--- config.mk ---
export PLATFORM = sky130hd
export DESIGN_NAME = trigger_conditioner
export DESIGN_NICKNAME = d
export VERILOG_FILES = /design/src/rtl/trigger_conditioner.sv
export SDC_FILE = /design/constraint.sdc
export NUM_CORES = 1
export LEC_CHECK = 0
export BUFFER_PORTS_ARGS = -buffer_cell sky130_fd_sc_hd__clkbuf_2
export CORE_ASPECT_RATIO = 1.5
export CORE_MARGIN = 2
export CORE_UTILIZATION = 60
export DETAILED_ROUTE_END_ITERATION = 16
export PLACE_DENSITY = 0.8
export SKIP_LAST_GASP = 1
export SYNTH_ARGS = -nofsm -noshare
export SYNTH_HDL_FRONTEND = slang
export SYNTH_SLANG_ARGS = --single-unit
--- constraint.sdc ---
create_clock -name clk -period 4.09 [get_ports clk]
set_clock_uncertainty 0.05 [all_clocks]
set_input_delay 0.2045 -clock clk [delete_from_list [all_inputs] [get_ports clk]]
set_output_delay 0.2045 -clock clk [all_outputs]
set_load 0.02 [all_outputs]
--- src/rtl/trigger_conditioner.sv ---
// Turns a bouncy asynchronous pushbutton into clean one-cycle trigger pulses,
// with optional auto-repeat while the debounced button stays held.
module trigger_conditioner #(
    parameter int unsigned DEBOUNCE_CYCLES = 16,
    parameter int unsigned REPEAT_DELAY    = 64,
    parameter int unsigned REPEAT_PERIOD   = 16,
    parameter int unsigned CNT_W           = 16
) (
    input  logic clk,
    input  logic reset,
    input  logic btn_in,
    input  logic repeat_en,
    output logic trig,
    output logic btn_level,
    output logic repeating
);

    typedef enum logic [1:0] {
        ST_IDLE   = 2'b00,
        ST_HELD   = 2'b01,
        ST_REPEAT = 2'b10
    } state_t;

    localparam logic [CNT_W-1:0] CNT_ZERO    = {CNT_W{1'b0}};
    localparam logic [CNT_W-1:0] CNT_ONE     = CNT_W'(1);
    localparam logic [CNT_W-1:0] DEB_LAST    = CNT_W'(DEBOUNCE_CYCLES - 32'd1);
    localparam logic [CNT_W-1:0] DELAY_LAST  = CNT_W'(REPEAT_DELAY - 32'd1);
    localparam logic [CNT_W-1:0] PERIOD_LAST = CNT_W'(REPEAT_PERIOD - 32'd1);

    logic             sync1_r;
    logic             sync2_r;
    logic [CNT_W-1:0] deb_cnt_r;
    logic [CNT_W-1:0] deb_cnt_next_s;
    logic             level_r;
    logic             level_next_s;
    logic             level_rise_s;
    logic             level_fall_s;

    state_t           state_r;
    state_t           state_next_s;
    logic [CNT_W-1:0] timer_r;
    logic [CNT_W-1:0] timer_next_s;
    logic             trig_r;
    logic             trig_next_s;
    logic             repeating_r;

    // Two-flop synchronizer for the raw asynchronous input.
    always_ff @(posedge clk) begin
        if (reset) begin
            sync1_r <= 1'b0;
            sync2_r <= 1'b0;
        end else begin
            sync1_r <= btn_in;
            sync2_r <= sync1_r;
        end
    end

    // Debounce: any single cycle of agreement restarts the mismatch count.
    always_comb begin
        deb_cnt_next_s = CNT_ZERO;
        level_next_s   = level_r;
        level_rise_s   = 1'b0;
        level_fall_s   = 1'b0;
        if (sync2_r != level_r) begin
            if (deb_cnt_r == DEB_LAST) begin
                level_next_s   = sync2_r;
                deb_cnt_next_s = CNT_ZERO;
                level_rise_s   = sync2_r;
                level_fall_s   = ~sync2_r;
            end else begin
                deb_cnt_next_s = deb_cnt_r + CNT_ONE;
            end
        end else begin
            deb_cnt_next_s = CNT_ZERO;
        end
    end

    // Debounce counter and debounced level registers.
    always_ff @(posedge clk) begin
        if (reset) begin
            deb_cnt_r <= CNT_ZERO;
            level_r   <= 1'b0;
        end else begin
            deb_cnt_r <= deb_cnt_next_s;
            level_r   <= level_next_s;
        end
    end

    // Press/repeat FSM; a release wins over any pulse due on the same edge.
    always_comb begin
        state_next_s = state_r;
        timer_next_s = timer_r;
        trig_next_s  = 1'b0;
        if (level_fall_s) begin
            state_next_s = ST_IDLE;
            timer_next_s = CNT_ZERO;
        end else begin
            case (state_r)
                ST_IDLE: begin
                    timer_next_s = CNT_ZERO;
                    if (level_rise_s) begin
                        trig_next_s  = 1'b1;
                        state_next_s = ST_HELD;
                    end else begin
                        state_next_s = ST_IDLE;
                    end
                end
                ST_HELD: begin
                    if (repeat_en) begin
                        if (timer_r == DELAY_LAST) begin
                            trig_next_s  = 1'b1;
                            timer_next_s = CNT_ZERO;
                            state_next_s = ST_REPEAT;
                        end else begin
                            timer_next_s = timer_r + CNT_ONE;
                        end
                    end else begin
                        timer_next_s = CNT_ZERO;
                    end
                end
                ST_REPEAT: begin
                    if (!repeat_en) begin
                        timer_next_s = CNT_ZERO;
                        state_next_s = ST_HELD;
                    end else if (timer_r == PERIOD_LAST) begin
                        trig_next_s  = 1'b1;
                        timer_next_s = CNT_ZERO;
                    end else begin
                        timer_next_s = timer_r + CNT_ONE;
                    end
                end
                default: begin
                    state_next_s = ST_IDLE;
                    timer_next_s = CNT_ZERO;
                end
            endcase
        end
    end

    // FSM state, repeat timer and registered outputs.
    always_ff @(posedge clk) begin
        if (reset) begin
            state_r     <= ST_IDLE;
            timer_r     <= CNT_ZERO;
            trig_r      <= 1'b0;
            repeating_r <= 1'b0;
        end else begin
            state_r     <= state_next_s;
            timer_r     <= timer_next_s;
            trig_r      <= trig_next_s;
            repeating_r <= (state_next_s == ST_REPEAT);
        end
    end

    assign trig      = trig_r;
    assign btn_level = level_r;
    assign repeating = repeating_r;

endmodule

==> After elaboration in Yosys (flattened, before gate mapping) <==
Cells that the tools add are included.
{ "word_totals": {"register_bits": 39, "elab_cells": 44, "output_inout_bits": 3} }
{ "op_classes": {"bitwise": 2, "eq_ne": 7, "addsub": 2, "n_reduce_logical": 4, "n_mux": 21} }
{ "ops": {"columns": ["op", "n"], "rows": [
  ["16-bit 2-to-1 mux", 4],
  ["16-bit by 1-bit adder with 16-bit output, second input constant", 2],
  ["16-bit by 4-bit equality test with 1-bit output, second input constant", 2],
  ["16-bit one-hot mux with 2 select lines", 1],
  ["16-bit by 6-bit equality test with 1-bit output, second input constant", 1],
  ["1-bit 2-to-1 mux", 10],
  ["2-bit 2-to-1 mux", 4],
  ["2-bit one-hot mux with 3 select lines", 1],
  ["2-bit equality test, second input constant", 2],
  ["1-bit one-hot mux with 3 select lines", 1],
  ["3-bit OR reduction", 1],
  ["2-bit by 1-bit equality test with 1-bit output, second input constant", 1],
  ["2-bit logical NOT", 1],
  ["1-bit inverter", 2],
  ["2-bit AND reduction", 1],
  ["2-bit OR reduction", 1],
  ["1-bit != test", 1]
]} }

==> Logic depth before layout (Yosys ltp) <==
Gate-level depths: netlist of run 1.
{ "depth": {"ltp_word": 7, "ltp_mapped": 8, "ltp_nobuf": 6} }

==> Worst setup path after synthesis of run 1 <==
No wires, ideal clock.
{ "synth_timing": {"kind": "reg-to-reg", "start": "register deb_cnt_r[0]", "end": "register deb_cnt_r[10]", "t_required_ns": 3.976, "period_less_slack_ns": 1.768, "path_stages_with_launch": 9, "n_path_buf": 3, "path_slack_ns": 2.322, "t_arrival_ns": 1.655, "cell_sequence": "dfxtp_1 -> ha_1 -> and3_1 -> buf_6 -> and4_4 -> or3_1 -> buf_2 -> buf_6 -> nor2_1"} }
{ "synth_via": {"elab_chain_cells": 2, "elab_cells_between_ends": 3, "cone_classes": "add/sub (1); eq/ne (1); reduce/logical (1)"} }
{ "synth_lines": {"columns": ["item", "line_no", "text"], "rows": [
  ["start: declaration", "32", "logic [CNT_W-1:0] deb_cnt_r;"],
  ["start signal: assignment", "84", "deb_cnt_r <= deb_cnt_next_s;"],
  ["branches (longest 2 deep; another with 16-bit by 1-bit adder with 16-bit output)", null, null]
]} }
Several ways; the timed one is not identified.
A chain may end at the register's enable or synchronous reset.

==> Final worst setup path of run 1 <==
{ "layout_timing": {"start": "register timer_r[5]", "end": "register timer_r[1]"} }
{ "layout_via": {"elab_chain_cells": 4, "elab_cells_between_ends": 7, "cone_classes": "eq/ne (2); mux (5)"} }
{ "layout_lines": {"columns": ["item", "line_no", "text"], "rows": [
  ["start: declaration", "41", "logic [CNT_W-1:0] timer_r;"],
  ["start signal: assignment", "149", "timer_r <= timer_next_s;"],
  ["16-bit by 4-bit equality test with 1-bit output / 16-bit by 6-bit equality test with 1-bit output (equally long branches)", "125, 110", null],
  ["16-bit 2-to-1 mux (on tied branches)", "125, 110", null],
  ["16-bit 2-to-1 mux (on tied branches)", "122, 109", null],
  ["16-bit one-hot mux with 2 select lines (*)", "98", "case (state_r)"]
]} }
Every way passes the cells marked *; elsewhere a longest branch is shown, timed or not.

==> results.toml, run 1 <==
[status]
outcome = "completed"

[die]
boundaryPins = 7
floorplan.initialDensity_pct = 61.8
rows = 25
die_height_um = 73.2
dieArea_mm2 = 0.00367
chipWidth_um = 50.1
coreArea_mm2 = 0.00310

[synth]
yosysTopAreaCell = "dfxtp_1"
yosysSeqAreaShare_pct = 40.8
avgSynthCellArea_um2 = 9.12
ys_seq_elements = 39
synth_nets = 220
synth_edf_count = 0
ys_types = 44
async_reset_ff_share_pct = 0
synthTopCellsByCount = "dfxtp_1 (39), nor2_1 (18), nand2_1 (15), nor3_1 (15), xor2_1 (15)"
synth_cells = 210
synth_top_area_share_pct = 40.8
synthFlopType = "dfxtp_1"
yosysWarnings = 0
yosysMostFrequentCell = "dfxtp_1"
ys_top_cells_by_area = "dfxtp_1 (41%), xor2_1 (6.9%), xnor2_1 (4.1%)"
synth_area_mm2 = 0.00191

[drt]
vias_per_cell = 6.13
first_iter_violations = 45
antenna_left = 0
drt-total-wl_mm = 3.68
firstDrtPassIters = 4
drc_errors = 0
vias = 1562
wire_per_inst_um = 14.4

[critical_path]
required_ns = 4.19
startpoint_type = "flop"
worstReg2RegEnd = "timer_r[1]"
reg2reg_depth = 4
cp_max_fo = 16
cp.arrival_ns = 2.16
rr_startpoint = "timer_r[5]"
timing.reg2reg.setup_slack_ns = 2.03
end_kind = "flop"
worstSetupPathType = "reg -> reg"

[clock_tree]
cts_buffers = 5
cts_post_setup_buffers_inserted = 0
cts_tree = "done"
ctsHtreeMaxLevel = 2
clkTransAtPathRegs_ns = 0.07
ctsResizeCount = 0
ctsHoldBuffers = 0
clockBufferDepth = 2
clkLatencyLatePin_ns = 0.29
clock_sinks = 39
cts_root_buf = "clkbuf_8"

[sta]
final.min_clock_period_ns = 2.06
period_share_pct = 50.3
setup_viol = 0
max_freq_mhz = 486
setup_ws_ns = 2.03
drv_slew = 0
final-hold-violation-count = 0
rsz0062_at_grt = "no"
worst_pin_slew_ns = 0.729
final.setup.tns_ns = 0
relSlewSlack_pct = 51.4

[finish]
filler_cell_count = 254
syn2layout_area_growth_pct = 5.29
multi_input_area_mm2 = 0.00106
fin_util_pct = 65.1
nets = 224
drive_above_1_share_pct = 11.6
antennaDiodeCount = 0
regArea_um2 = 781

[global_routing]
track_usage_pct = 22.7
overflow = 0
grt_pass1_wl_mm = 6.33
grt_max_degree = 17
grt_pass1_vias = 1467
antenna_found_initial = 0

[pwr]
vdd_drop_max_mv = 0.296
power_uw = 635
power_per_cell_area_mw_per_mm2 = 315
p_leak_nw = 0.635

[place]
numPortBuffers = 6
hpwl_mm = 2.66
dp_slack_ns = 2.04
globalplace.congestion = 0.824

[worst_hold_path]
min_to = "sync1_r"
hp-start = "btn_in"
hold_path_depth = 2
worstHoldPathType = "in -> reg"

[run]
maxCapViolCount = 0
==> power by group <==
| group | switching [mW] | total, mW | internal [mW] |
|---|---|---|---|
| clock network | 0.130 | 0.246 | 0.117 |
| registers | 0.000774 | 0.381 | 0.381 |
| logic | 0.00452 | 0.00735 | 0.00283 |
==> metal layers <==
| metal | GRT usage (%) | part of all wire, % | vias to the layer above |
|---|---|---|---|
| li1 | - | - | 778 |
| met1 | 23.4 | 41 | 756 |
| met2 | 40.5 | 54 | 21 |
| met3 | 5.33 | 2.6 | 7 |
| met4 | 13.9 | 2.4 | 0 |
| met5 | 0 | 0 | - |
==> area by class of cell <==
class	instances	share of cell area (%)
timing repair buffer	6	1.49
sequential	39	38.7
clock inverter	3	0.745
tap	40	2.48
clock buffer	5	3.41
multi-input combinational	158	52.4
inverter	4	0.745
==> flip-flops by register name, summed over array words and instances (netlist names) <==
| signal | flops |
|---|---|
| deb_cnt_r | 16 |
| sync2_r | 1 |
| timer_r | 16 |
| trig | 1 |
| sync1_r | 1 |
| state_r | 2 |
| repeating | 1 |
| btn_level | 1 |
==> worst max-delay path: stages, from the launching register on <==
cell and delay, ns:
dfxtp_1 0.53, nor4bb_1 0.36, nand4_1 0.18, a22oi_2 0.68, nor3b_1 0.12
==> cell families (layout without fill, tap and decap cells) <==
family          after synthesis  after routing  synth area share, %
compound gates               22             22                 8.43
xor+xnor                     24             24                 11.0
fa+ha+maj                     6              6                 3.92
buf+inv                      13             18                 4.05
flops                        39             39                 40.8
mux                           1              1                0.588
simple gates                105            105                 31.2
==> placed cells by master, fill, tap and decap left out, types with 8 or more instances in the layout <==
| cell type | count |
|---|---|
| nor4_1 | 8 |
| xnor2_1 | 9 |
| dfxtp_1 | 39 |
| nand3_1 | 10 |
| nand2_1 | 15 |
| nor3_1 | 15 |
| xor2_1 | 15 |
| nor2_1 | 18 |
| nand4_1 | 11 |
==> how the worst max path moves through the flow <==
stage	startpoint	endpoint	slack, ns	depth (start not counted)
final	timer_r[5]	timer_r[1]	2.03	4
after global routing	deb_cnt_r[0]	timer_r[4]	1.78	5
after CTS	timer_r[12]	timer_r[1]	2.02	4
after detailed placement	deb_cnt_r[0]	timer_r[9]	2.04	5
after global placement	deb_cnt_r[0]	timer_r[3]	2.08	5
after floorplan	deb_cnt_r[0]	deb_cnt_r[10]	2.32	8
==> per-stage QoR <==
step | instance area (µm²) | hold slack, ns | cells
floorplan | 1910 | 0.224 | 210
global placement | 1930 | 0.364 | 247
detailed placement | 1930 | 0.379 | 247
CTS | 2020 | 0.0755 | 255
global route | 2020 | 0.0856 | 255
finish | 2020 | 0.0785 | 255
(Power assumes the default switching activity.)
==> inputs of run 2 (changes only) <==
==> constraint.sdc (replaced) <==
create_clock -name clk -period 1.9 [get_ports clk]
set_clock_uncertainty 0.05 [all_clocks]
set_input_delay 0.095 -clock clk [delete_from_list [all_inputs] [get_ports clk]]
set_output_delay 0.095 -clock clk [all_outputs]
set_load 0.02 [all_outputs]
==> results.toml, run 2 (synthesized netlist as in run 1, its figures left out) <==
[status]
outcome = "completed"

[drt]
wire_per_inst_um = 15.2
antenna_left = 0
drc_errors = 0
first_iter_violations = 33
vias_per_cell = 6.06
vias = 1587
drt-total-wl_mm = 3.98
firstDrtPassIters = 4

[sta]
worst_pin_slew_ns = 0.458
hold_ws_ns = 0.103
final-hold-violation-count = 0
final.min_clock_period_ns = 1.78
rsz0062_at_grt = "no"
drv_slew = 0
relSlewSlack_pct = 69.2
period_share_pct = 93.5
setup_viol = 0
max_freq_mhz = 563
final.setup.tns_ns = 0
setup_ws_ns = 0.123

[critical_path]
cp.arrival_ns = 1.93
startpoint = "state_r[0]"
cp_max_fo = 7
required_ns = 2.06
cp_cell_sequence = "inv_1, ha_1, nand2_1, mux2_2, or3_1, a211oi_1"
worstSetupPathType = "reg -> reg"
end_kind = "flop"
startpoint_type = "flop"
crit_slowest_cell = "dfxtp_1"
rr_startpoint = "state_r[0]"
max_stage_delay_ns = 0.36

[pwr]
vdd_drop_max_mv = 0.610
power_per_cell_area_mw_per_mm2 = 657
p_leak_nw = 0.674
power_mw = 1.39

[finish]
nets = 231
syn2layout_area_growth_pct = 10.8
final_cell_mix = "dfxtp_1 (39), nor2_1 (18), nand2_1 (15), nor3_1 (15), xor2_1 (15)"
drive_above_1_share_pct = 14.9
fin_area_mm2 = 0.00212
fin_util_pct = 68.5
final_common_cell = "dfxtp_1"
antennaDiodeCount = 0
fin_cells = 262
reg.largest.list = "deb_cnt_r (16), timer_r (16), state_r (2)"

[clock_tree]
cts_post_setup_buffers_inserted = 0
cts_root_buf = "clkbuf_8"
clkLatencyLatePin_ns = 0.29
cts_buffers = 5
clock_sinks = 39
clockBufferDepth = 2
clkTransAtPathRegs_ns = 0.08
ctsHtreeMaxLevel = 2
cts_tree = "done"

[die]
floorplan.initialDensity_pct = 61.8
boundaryPins = 7
chipWidth_um = 50.1
coreArea_mm2 = 0.00310
rows = 25
die_height_um = 73.2
dieArea_mm2 = 0.00367

[place]
hpwl_mm = 2.87
numPortBuffers = 6
placed_area_mm2 = 0.00199
placedCellCount = 251
dp_slack_ns = 0.0482
globalplace.congestion = 0.853

[global_routing]
overflow = 0
grt_pass1_wl_mm = 6.61
grt_max_degree = 17
track_usage_pct = 23.9
grt_pass1_vias = 1613
antenna_found_initial = 0

[run]
maxCapViolCount = 0

[worst_hold_path]
worstHoldPathType = "in -> reg"
hp-start = "repeat_en"
-- run 2: worst paths after layout --
kind,end,slack [ns],depth (start not counted)
worst min-delay path,repeating,0.10,3
worst max-delay path,repeating,0.12,6
worst min register to register,sync2_r,0.39,1
worst max register to register,repeating,0.12,6
-- run 2: cell type report --
| type | count | area (µm²) |
|---|---|---|
| multi-input combinational | 158 | 1070 |
| timing repair buffer | 13 | 115 |
| tap | 40 | 50.0 |
| sequential | 39 | 781 |
| inverter | 4 | 15.0 |
| clock buffer | 5 | 68.8 |
| clock inverter | 3 | 20.0 |
| fill | 237 | 976 |
-- run 2: routing by layer --
metal	wire, µm	vias up	part of all wire (%)	global-route usage [%]
met5	0	-	0	0
met4	150	0	3.8	17.6
met3	149	17	3.7	4.92
met2	2180	48	55	45.0
met1	1500	740	38	21.9
li1	-	782	-	-
-- run 2: worst max-delay path: cells and delay by family (launching register included) --
| kind | cells | cell delay, ns |
|---|---|---|
| flops | 1 | 0.36 |
| simple gates | 2 | 0.40 |
| fa+ha+maj | 1 | 0.30 |
| mux | 1 | 0.26 |
| buf+inv | 1 | 0.11 |
| compound gates | 1 | 0.21 |
-- run 2: repair_timing --
action	4_1_cts	5_1_grt
hold endpoints to repair	3	0
gates resized for setup	0	4
hold buffers	3	0
setup endpoints to repair	0	32
-- run 2: power by group --
part           switching (mW)  total (mW)  internal [mW]
Combinational          0.0109      0.0215         0.0106
Sequential            0.00180       0.821          0.819
Clock                   0.296       0.551          0.255
